==> src/rtl/mul_pkg.sv <==
// Shared constants for the Wishbone multiplier: register map, CTRL/STATUS bit
// positions, sequencer state encoding and the unmapped-read filler.
package mul_pkg;

    localparam logic [7:0] ADR_MP     = 8'h00;
    localparam logic [7:0] ADR_MC     = 8'h04;
    localparam logic [7:0] ADR_CTRL   = 8'h08;
    localparam logic [7:0] ADR_STATUS = 8'h0C;
    localparam logic [7:0] ADR_P_LO   = 8'h10;
    localparam logic [7:0] ADR_P_HI   = 8'h14;

    localparam int CTRL_START = 0;
    localparam int CTRL_SGN   = 1;
    localparam int CTRL_IE    = 2;

    localparam int ST_BUSY = 0;
    localparam int ST_DONE = 1;
    localparam int ST_ERR  = 2;

    localparam logic [31:0] FILLER = 32'hDEAD_BEEF;

    typedef enum logic [1:0] {
        IDLE = 2'd0,
        CALC = 2'd1,
        FIX  = 2'd2
    } mul_state_e;

    function automatic logic [31:0] byte_merge(input logic [31:0] old_v,
                                               input logic [31:0] new_v,
                                               input logic [3:0]  sel);
        logic [31:0] res;
        for (int i = 0; i < 4; i++)
            res[8*i +: 8] = sel[i] ? new_v[8*i +: 8] : old_v[8*i +: 8];
        return res;
    endfunction

endpackage

==> src/rtl/user_proj_mul_wide_seq.sv <==
// Sign-magnitude shift-add multiplier: latches |a| and |b|, accumulates one
// multiplier bit per cycle MSB first, then applies the sign in a FIX cycle.
module mul_seq
    import mul_pkg::*;
#(
    parameter int WIDTH = 32
) (
    input  logic                 wb_clk_i,
    input  logic                 wb_rst_i,
    input  logic                 start,
    input  logic                 sgn,
    input  logic [WIDTH-1:0]     a,
    input  logic [WIDTH-1:0]     b,
    output logic                 busy,
    output logic                 done_pulse,
    output logic [2*WIDTH-1:0]   p
);

    localparam int CNT_W = $clog2(WIDTH);

    mul_state_e         state;
    logic [WIDTH-1:0]   mpl;
    logic [WIDTH-1:0]   mcd;
    logic [2*WIDTH-1:0] acc;
    logic [CNT_W-1:0]   cnt;
    logic               neg;

    // -2^(WIDTH-1) wraps back onto itself, which read unsigned is its magnitude.
    function automatic logic [WIDTH-1:0] mag(input logic [WIDTH-1:0] x, input logic s);
        return (s && x[WIDTH-1]) ? (~x) + WIDTH'(1) : x;
    endfunction

    // NOTE: state uses non-blocking assignments so every branch reads the
    // pre-edge values of acc/cnt regardless of statement order.
    always_ff @(posedge wb_clk_i or posedge wb_rst_i) begin
        if (wb_rst_i) begin
            state <= IDLE;
            mpl   <= '0;
            mcd   <= '0;
            acc   <= '0;
            cnt   <= '0;
            neg   <= 1'b0;
        end else begin
            case (state)
                IDLE: if (start) begin
                    state <= CALC;
                    mpl   <= mag(a, sgn);
                    mcd   <= mag(b, sgn);
                    neg   <= sgn & (a[WIDTH-1] ^ b[WIDTH-1]);
                    acc   <= '0;
                    cnt   <= CNT_W'(WIDTH - 1);
                end
                CALC: begin
                    acc <= {acc[2*WIDTH-2:0], 1'b0}
                         + {{WIDTH{1'b0}}, (mpl[cnt] ? mcd : {WIDTH{1'b0}})};
                    if (cnt == '0) state <= FIX;
                    else           cnt   <= cnt - 1'b1;
                end
                FIX:     state <= IDLE;
                default: state <= IDLE;
            endcase
        end
    end

    assign busy       = (state != IDLE);
    assign done_pulse = (state == FIX);
    assign p          = neg ? (~acc) + (2*WIDTH)'(1) : acc;

endmodule

==> src/rtl/user_proj_mul_wide.sv <==
// Wishbone slave front end of the multiplier: register file, START/ERR/DONE
// bookkeeping, 64-bit product register and the completion interrupt.
module user_proj_mul_wide
    import mul_pkg::*;
#(
    parameter int WIDTH = 32
) (
`ifdef USE_POWER_PINS
    inout  wire          vccd1,
    inout  wire          vssd1,
`endif
    input  logic         wb_clk_i,
    input  logic         wb_rst_i,
    input  logic         wbs_stb_i,
    input  logic         wbs_cyc_i,
    input  logic         wbs_we_i,
    input  logic [3:0]   wbs_sel_i,
    input  logic [31:0]  wbs_adr_i,
    input  logic [31:0]  wbs_dat_i,
    output logic         wbs_ack_o,
    output logic [31:0]  wbs_dat_o,
    output logic [2:0]   irq
);

    logic [WIDTH-1:0]   mp;
    logic [WIDTH-1:0]   mc;
    logic               ctrl_sgn;
    logic               ctrl_ie;
    logic               st_done;
    logic               st_err;
    logic               op_sgn;
    logic [63:0]        p_reg;
    logic               irq_done;

    logic               busy;
    logic               done_pulse;
    logic [2*WIDTH-1:0] p;
    logic [63:0]        p_ext;
    logic [31:0]        rdata;

    logic [7:0] adr;
    logic       bus_sel, wr_req, ctrl_wr, status_wr, start_req, start_go;
    logic       unused_adr;

    assign adr        = wbs_adr_i[7:0];
    assign unused_adr = &{1'b0, wbs_adr_i[31:8]};

    assign bus_sel   = wbs_stb_i & wbs_cyc_i & ~wbs_ack_o;
    assign wr_req    = bus_sel & wbs_we_i;
    assign ctrl_wr   = wr_req & (adr == ADR_CTRL)   & wbs_sel_i[0];
    assign status_wr = wr_req & (adr == ADR_STATUS) & wbs_sel_i[0];
    assign start_req = ctrl_wr & wbs_dat_i[CTRL_START];
    assign start_go  = start_req & ~busy;

    mul_seq #(.WIDTH(WIDTH)) u_seq (
        .wb_clk_i   (wb_clk_i),
        .wb_rst_i   (wb_rst_i),
        .start      (start_go),
        .sgn        (wbs_dat_i[CTRL_SGN]),
        .a          (mp),
        .b          (mc),
        .busy       (busy),
        .done_pulse (done_pulse),
        .p          (p)
    );

    always_comb begin
        if (op_sgn) p_ext = 64'($signed(p));
        else        p_ext = 64'(p);
    end

    // NOTE: default assigned first so every path drives rdata; no latch.
    always_comb begin
        rdata = FILLER;
        case (adr)
            ADR_MP:   rdata = 32'(mp);
            ADR_MC:   rdata = 32'(mc);
            ADR_CTRL: begin
                rdata = '0;
                rdata[CTRL_SGN] = ctrl_sgn;
                rdata[CTRL_IE]  = ctrl_ie;
            end
            ADR_STATUS: begin
                rdata = '0;
                rdata[ST_BUSY] = busy;
                rdata[ST_DONE] = st_done;
                rdata[ST_ERR]  = st_err;
            end
            ADR_P_LO: rdata = p_reg[31:0];
            ADR_P_HI: rdata = p_reg[63:32];
            default:  rdata = FILLER;
        endcase
    end

    always_ff @(posedge wb_clk_i or posedge wb_rst_i) begin
        if (wb_rst_i) begin
            wbs_ack_o <= 1'b0;
            wbs_dat_o <= '0;
            mp        <= '0;
            mc        <= '0;
            ctrl_sgn  <= 1'b0;
            ctrl_ie   <= 1'b0;
            st_done   <= 1'b0;
            st_err    <= 1'b0;
            op_sgn    <= 1'b0;
            p_reg     <= '0;
            irq_done  <= 1'b0;
        end else begin
            wbs_ack_o <= bus_sel;
            if (bus_sel && !wbs_we_i) wbs_dat_o <= rdata;

            if (wr_req && adr == ADR_MP)
                mp <= WIDTH'(byte_merge(32'(mp), wbs_dat_i, wbs_sel_i));
            if (wr_req && adr == ADR_MC)
                mc <= WIDTH'(byte_merge(32'(mc), wbs_dat_i, wbs_sel_i));

            if (ctrl_wr) begin
                ctrl_sgn <= wbs_dat_i[CTRL_SGN];
                ctrl_ie  <= wbs_dat_i[CTRL_IE];
            end
            if (start_go) op_sgn <= wbs_dat_i[CTRL_SGN];

            if (start_req && busy)
                st_err <= 1'b1;
            else if (status_wr && wbs_dat_i[ST_ERR])
                st_err <= 1'b0;

            // Completion beats a same-cycle write-1-to-clear of DONE.
            if (done_pulse) begin
                st_done <= 1'b1;
                p_reg   <= p_ext;
            end else if (start_go || (status_wr && wbs_dat_i[ST_DONE])) begin
                st_done <= 1'b0;
            end

            irq_done <= st_done & ctrl_ie;
        end
    end

    assign irq = {2'b00, irq_done};

endmodule

==> config.mk <==
export PLATFORM = sky130hd
export DESIGN_NAME = user_proj_mul_wide
export DESIGN_NICKNAME = d
export VERILOG_FILES = /design/src/rtl/mul_pkg.sv /design/src/rtl/user_proj_mul_wide_seq.sv /design/src/rtl/user_proj_mul_wide.sv
export SDC_FILE = /design/constraint.sdc
export NUM_CORES = 1
export LEC_CHECK = 0
export ABC_AREA = 1
export BUFFER_PORTS_ARGS = -buffer_cell sky130_fd_sc_hd__buf_2
export CAP_MARGIN = 20
export CORE_MARGIN = 8
export CORE_UTILIZATION = 50
export DETAILED_ROUTE_END_ITERATION = 7
export GPL_TIMING_DRIVEN = 0
export PLACE_DENSITY = 0.67
export SETUP_SLACK_MARGIN = 0.4
export SYNTH_ARGS = -nofsm -noshare
export SYNTH_HDL_FRONTEND = slang
export SYNTH_SLANG_ARGS = --single-unit
==> constraint.sdc <==
create_clock -name wb_clk_i -period 30.1 [get_ports wb_clk_i]
set_clock_uncertainty 0.05 [all_clocks]
set_input_delay 6.02 -clock wb_clk_i [delete_from_list [all_inputs] [get_ports wb_clk_i]]
set_output_delay 6.02 -clock wb_clk_i [all_outputs]
set_load 0.03 [all_outputs]
==> run summary <==
- share of the yosys chip area belonging to registers: 37.99%
- Crit. Startpoint: wbs_adr_i[5]
- Netlist cell types: 51
- final period utilization: 25.71%
- number of diodes: 0
- Detail Placement HPWL: 66950 microns
- area share of the largest cell type after synthesis: 37.99%
- most area-consuming cells after synthesis: sky130_fd_sc_hd__dfrtp_1 38%, sky130_fd_sc_hd__nand2_1 17%, sky130_fd_sc_hd__inv_1 7.8%
- setup slack of the most critical reg-to-reg path: 25680 ps
- routed via count divided by cell count: 5.775
- final number of hold-violating endpoints: 0
- die width: 215.5 microns
- DRT iter0 DRCs: 2820
- critical path endpoint category: flip-flop
- class of the tightest hold or removal check: flip-flop to flip-flop
- Yosys warning total: 0
- starting utilization of the core area: 50.30%
- share of power burned in registers: 43.0%
- Inserted Clock Buffers: 35
- static leakage: 11.36 nW
- FF-to-FF End: u_seq.acc[57]$_DFFE_PP0P_
- buffers and inverters on the worst path: 3
- Cells after DPL: 3621
- maximum number of pins on one net before global-route repair: 123
- internal power component: 0.7082 mW
- RSZ-0062 raised after global routing: no
- mean post-synth cell area: 6.607 sq um
- Critical Path Slowest Stage Cell: sky130_fd_sc_hd__nor2_4
- clock latency reported for the late side of the worst-skew pair: 560 ps
- DRT Pass-1 Iters: 8
- total number of vias: 21270
- antenna-violating nets left: 0
- number of global-route vias before repair: 20120
- critical path data arrival time: 8090 ps
- post-CTS setup repair buffer count: 0
- clock root buffer: sky130_fd_sc_hd__clkbuf_16
- DRC viols: 0
- last weighted congestion value of the routability-driven placer: 1.044
- clk slew on worst S/H paths: 60 ps
- Final Util: 56.24%
- final critical delay including setup and external delays: 7738 ps
- share of cells above drive strength 1: 7.156%
- startpoint of the worst-slack reg-to-reg timing path: u_seq.cnt[0]$_DFFE_PP0P_
- I/O Pins: 109
- clock group share of total power: 48.0%
- GRT Util Overall: 35.21%
- final routed wirelength across all metal layers: 83620 microns
- highest clock frequency the design can meet: 129.2 MHz
- Sw Share: 26.40%
- global-route wire length before repair: 124900 microns
- number of flops mapped to enable cells by yosys: 0
- average wire length per cell after detail routing: 22.70 microns
- minimum hold slack: 420.4 ps
- count of cells along the worst register-to-register path: 23
- netlist area before placement: 0.01989 sq mm
- final-layout setup total negative slack: 0 ps
- kind of cell with the highest combined delay on the critical path: simple AND/OR/NAND/NOR gates
- Slowest Stage Delay on Critical Path: 470 ps
- sequence of cells on the critical path: buf_2, nor2_2, nand3_2, nor3_4, nand4_1, nor2_4, nor2_1, inv_2, buf_6, o22ai_1
- count of buffers inserted at the top-level ports: 82
- number of levels the H-tree was split into: 2
- antenna violations before repair: 0
- Slew Viols, Final: 0
- worst-margin pin slew: 1096 ps
- Chip Height: 215.5 microns
- required time at the worst-slack endpoint: 30450 ps
- outcome: completed
- maximum fanout count along the critical path: 10
- asr flop ratio synth: 100.0%
- Remaining Overflow, GRT: 0
- full die area: 0.04643 sq mm
- cell type with the largest total area after synthesis: sky130_fd_sc_hd__dfrtp_1
- Bufs on Longest Clock Path: 3
- synthesis-to-finish area growth: 11.81%
- placement row count: 73
- core region area: 0.03955 sq mm
- NetSw: 0.2541 mW
- # Max-Cap Violations: 0
- highest ir drop seen on vdd: 0.03576 mV
- prevailing post-synth register cell: sky130_fd_sc_hd__dfrtp_1
- final std cells w/o fill: 3683
- kind of critical path: input pin to flip-flop
- CTS sink count: 302
- NumNets Final: 3243
- final setup fails: 0
- flops & latches, synth: 302
- number of inserted filler cells in the final layout: 3934
- PwrDens: 43.26 mW/mm^2
- capturing instance or port of the critical path: u_seq.acc[10]$_DFFE_PP0P_
- CTS hold repair buffers: 0
- max_slew headroom: 26.65%
- part of the power in combinational logic: 9.0%
- CTS tree: done
- path length in cells of the critical path: 10
- CTS-repair resized insts: 0
- Synth Instances: 3011
- type of element launching the critical path: input pin
through the flow:
| stage | area (sq um) | setup slack [ps] | power [mW] |
|---|---|---|---|
| 3_3_place_gp | 20970 | 12300 | 0.5041 |
| 3_5_place_dp | 21030 | 21880 | 0.5060 |
| 4_1_cts | 22240 | 22440 | 0.9626 |
| 5_1_grt | 22240 | 22200 | 0.9870 |
| 6_report | 22240 | 22360 | 0.9623 |
| 2_1_floorplan | 19900 | 15680 | 0.4773 |
per-layer routing:
layer	routed length [microns]	track usage, %
met5	0	0
met1	34460	47.34
met3	7892	5.958
met4	4860	18.23
met2	36400	54.09
cells in the final DEF, fill, tap and decap left out, drive strengths merged, types with 2 or more instances in the layout:
master / synthesis / layout
nand2: 923 / 923
inv: 417 / 421
nor2: 331 / 331
dfrtp: 302 / 302
o21ai: 292 / 292
nand3: 234 / 234
buf: 54 / 138
clkbuf: 55 / 100
a21oi: 95 / 95
xor2: 56 / 56
o22ai: 41 / 41
nor3: 41 / 41
nand4: 40 / 40
ha: 36 / 36
a31oi: 14 / 14
o211ai: 10 / 10
xnor2: 10 / 10
nand3b: 9 / 9
clkinv: 2 / 9
or2: 9 / 9
o31ai: 7 / 7
o2111ai: 5 / 5
bufinv: 0 / 5
o21bai: 4 / 4
nor4: 4 / 4
and2: 3 / 3
o22a: 3 / 3
o221ai: 2 / 2
a21o: 2 / 2
o21a: 2 / 2
a22o: 2 / 2
a41oi: 2 / 2
conb: 1 / 2
worst min-delay path by stage:
stage	start	to	slack, ps	cells after the start
after floorplan	u_seq.mpl[22]$_DFFE_PP0P_	u_seq.mpl[22]$_DFFE_PP0P_	390	2
after CTS	wbs_ack_o$_DFF_PP0_	wbs_ack_o$_DFF_PP0_	430	1
final	wbs_ack_o$_DFF_PP0_	wbs_ack_o$_DFF_PP0_	420	1
after global routing	wbs_dat_o[17]$_DFFE_PP0P_	wbs_dat_o[17]$_DFFE_PP0P_	440	2
after detailed placement	wbs_ack_o$_DFF_PP0_	wbs_ack_o$_DFF_PP0_	400	1
after global placement	wbs_ack_o$_DFF_PP0_	wbs_ack_o$_DFF_PP0_	390	1
power by group through the flow:
stage               registers (mW)  logic (mW)  clock network (mW)
finish                       0.413      0.0870               0.462
global placement             0.421      0.0833                   0
global route                 0.413      0.0975               0.476
floorplan                    0.422      0.0549                   0
detailed placement           0.421      0.0855                   0
CTS                          0.413      0.0859               0.464
cell families (layout without fill, tap and decap cells):
group | after synthesis | in the layout | synth area share [%]
compound gates | 483 | 483 | 13.14
xor+xnor | 66 | 66 | 2.906
fa+ha+maj | 37 | 37 | 2.365
buf+inv | 528 | 674 | 10.45
flops | 302 | 302 | 37.99
other cells | 1 | 2 | 0.01885
simple gates | 1594 | 1594 | 33.13
layout make-up:
cell class / count / area, sq um / area share [%]
Clock buffer: 45 / 983.4 / 4.421
Sequential cell: 302 / 7557 / 33.98
Inverter: 419 / 1582 / 7.110
Tap cell: 525 / 656.9 / 2.953
Buffer: 109 / 505.5 / 2.273
Timing Repair Buffer: 84 / 465.4 / 2.093
Clock inverter: 17 / 231.5 / 1.041
Multi-Input combinational cell: 2182 / 10260 / 46.13
Yosys cell counts, types with 2 or more instances:
master	count
sky130_fd_sc_hd__a31oi_1	14
sky130_fd_sc_hd__nor3_2	3
sky130_fd_sc_hd__o211ai_1	10
sky130_fd_sc_hd__o22a_1	3
sky130_fd_sc_hd__a41oi_1	2
sky130_fd_sc_hd__nor3_1	37
sky130_fd_sc_hd__nand3_1	232
sky130_fd_sc_hd__o22ai_1	41
sky130_fd_sc_hd__and2_1	3
sky130_fd_sc_hd__or2_2	7
sky130_fd_sc_hd__nor2_2	6
sky130_fd_sc_hd__nand3_2	2
sky130_fd_sc_hd__nor4_1	4
sky130_fd_sc_hd__nand2_1	919
sky130_fd_sc_hd__buf_1	7
sky130_fd_sc_hd__buf_2	38
sky130_fd_sc_hd__nand2_2	3
sky130_fd_sc_hd__ha_1	36
sky130_fd_sc_hd__inv_2	6
sky130_fd_sc_hd__nand3b_1	9
sky130_fd_sc_hd__o21bai_1	4
sky130_fd_sc_hd__dfrtp_1	302
sky130_fd_sc_hd__o221ai_1	2
sky130_fd_sc_hd__nor2_4	3
sky130_fd_sc_hd__a22o_1	2
sky130_fd_sc_hd__a21o_1	2
sky130_fd_sc_hd__o21a_1	2
sky130_fd_sc_hd__clkbuf_1	55
sky130_fd_sc_hd__o2111ai_1	5
sky130_fd_sc_hd__buf_4	5
sky130_fd_sc_hd__xnor2_1	10
sky130_fd_sc_hd__or2_1	2
sky130_fd_sc_hd__nor2_1	322
sky130_fd_sc_hd__xor2_1	56
sky130_fd_sc_hd__o21ai_1	42
sky130_fd_sc_hd__nand4_1	40
sky130_fd_sc_hd__a21oi_1	95
sky130_fd_sc_hd__buf_6	4
sky130_fd_sc_hd__o21ai_0	249
sky130_fd_sc_hd__inv_1	411
sky130_fd_sc_hd__o31ai_1	6
worst reg2reg max path, stage by stage, from the launching register on:
cell,delay [ps]
sky130_fd_sc_hd__dfrtp_1,380
sky130_fd_sc_hd__buf_2,190
sky130_fd_sc_hd__buf_2,230
sky130_fd_sc_hd__o211ai_1,320
sky130_fd_sc_hd__o211ai_1,150
sky130_fd_sc_hd__nand3_1,110
sky130_fd_sc_hd__nand4_1,200
sky130_fd_sc_hd__nand2_1,220
sky130_fd_sc_hd__buf_2,250
sky130_fd_sc_hd__nor2_1,80
sky130_fd_sc_hd__ha_1,260
sky130_fd_sc_hd__fa_1,490
sky130_fd_sc_hd__nand3_1,130
sky130_fd_sc_hd__nand3_1,110
sky130_fd_sc_hd__nand2_1,80
sky130_fd_sc_hd__nand2_1,100
sky130_fd_sc_hd__nand2_1,120
sky130_fd_sc_hd__nand2_1,140
sky130_fd_sc_hd__nand2_1,90
sky130_fd_sc_hd__nand2_1,170
sky130_fd_sc_hd__nand2_1,170
sky130_fd_sc_hd__nand3_1,90
sky130_fd_sc_hd__nand3_1,120
sky130_fd_sc_hd__nand2_1,60
(Power assumes the default switching activity.)
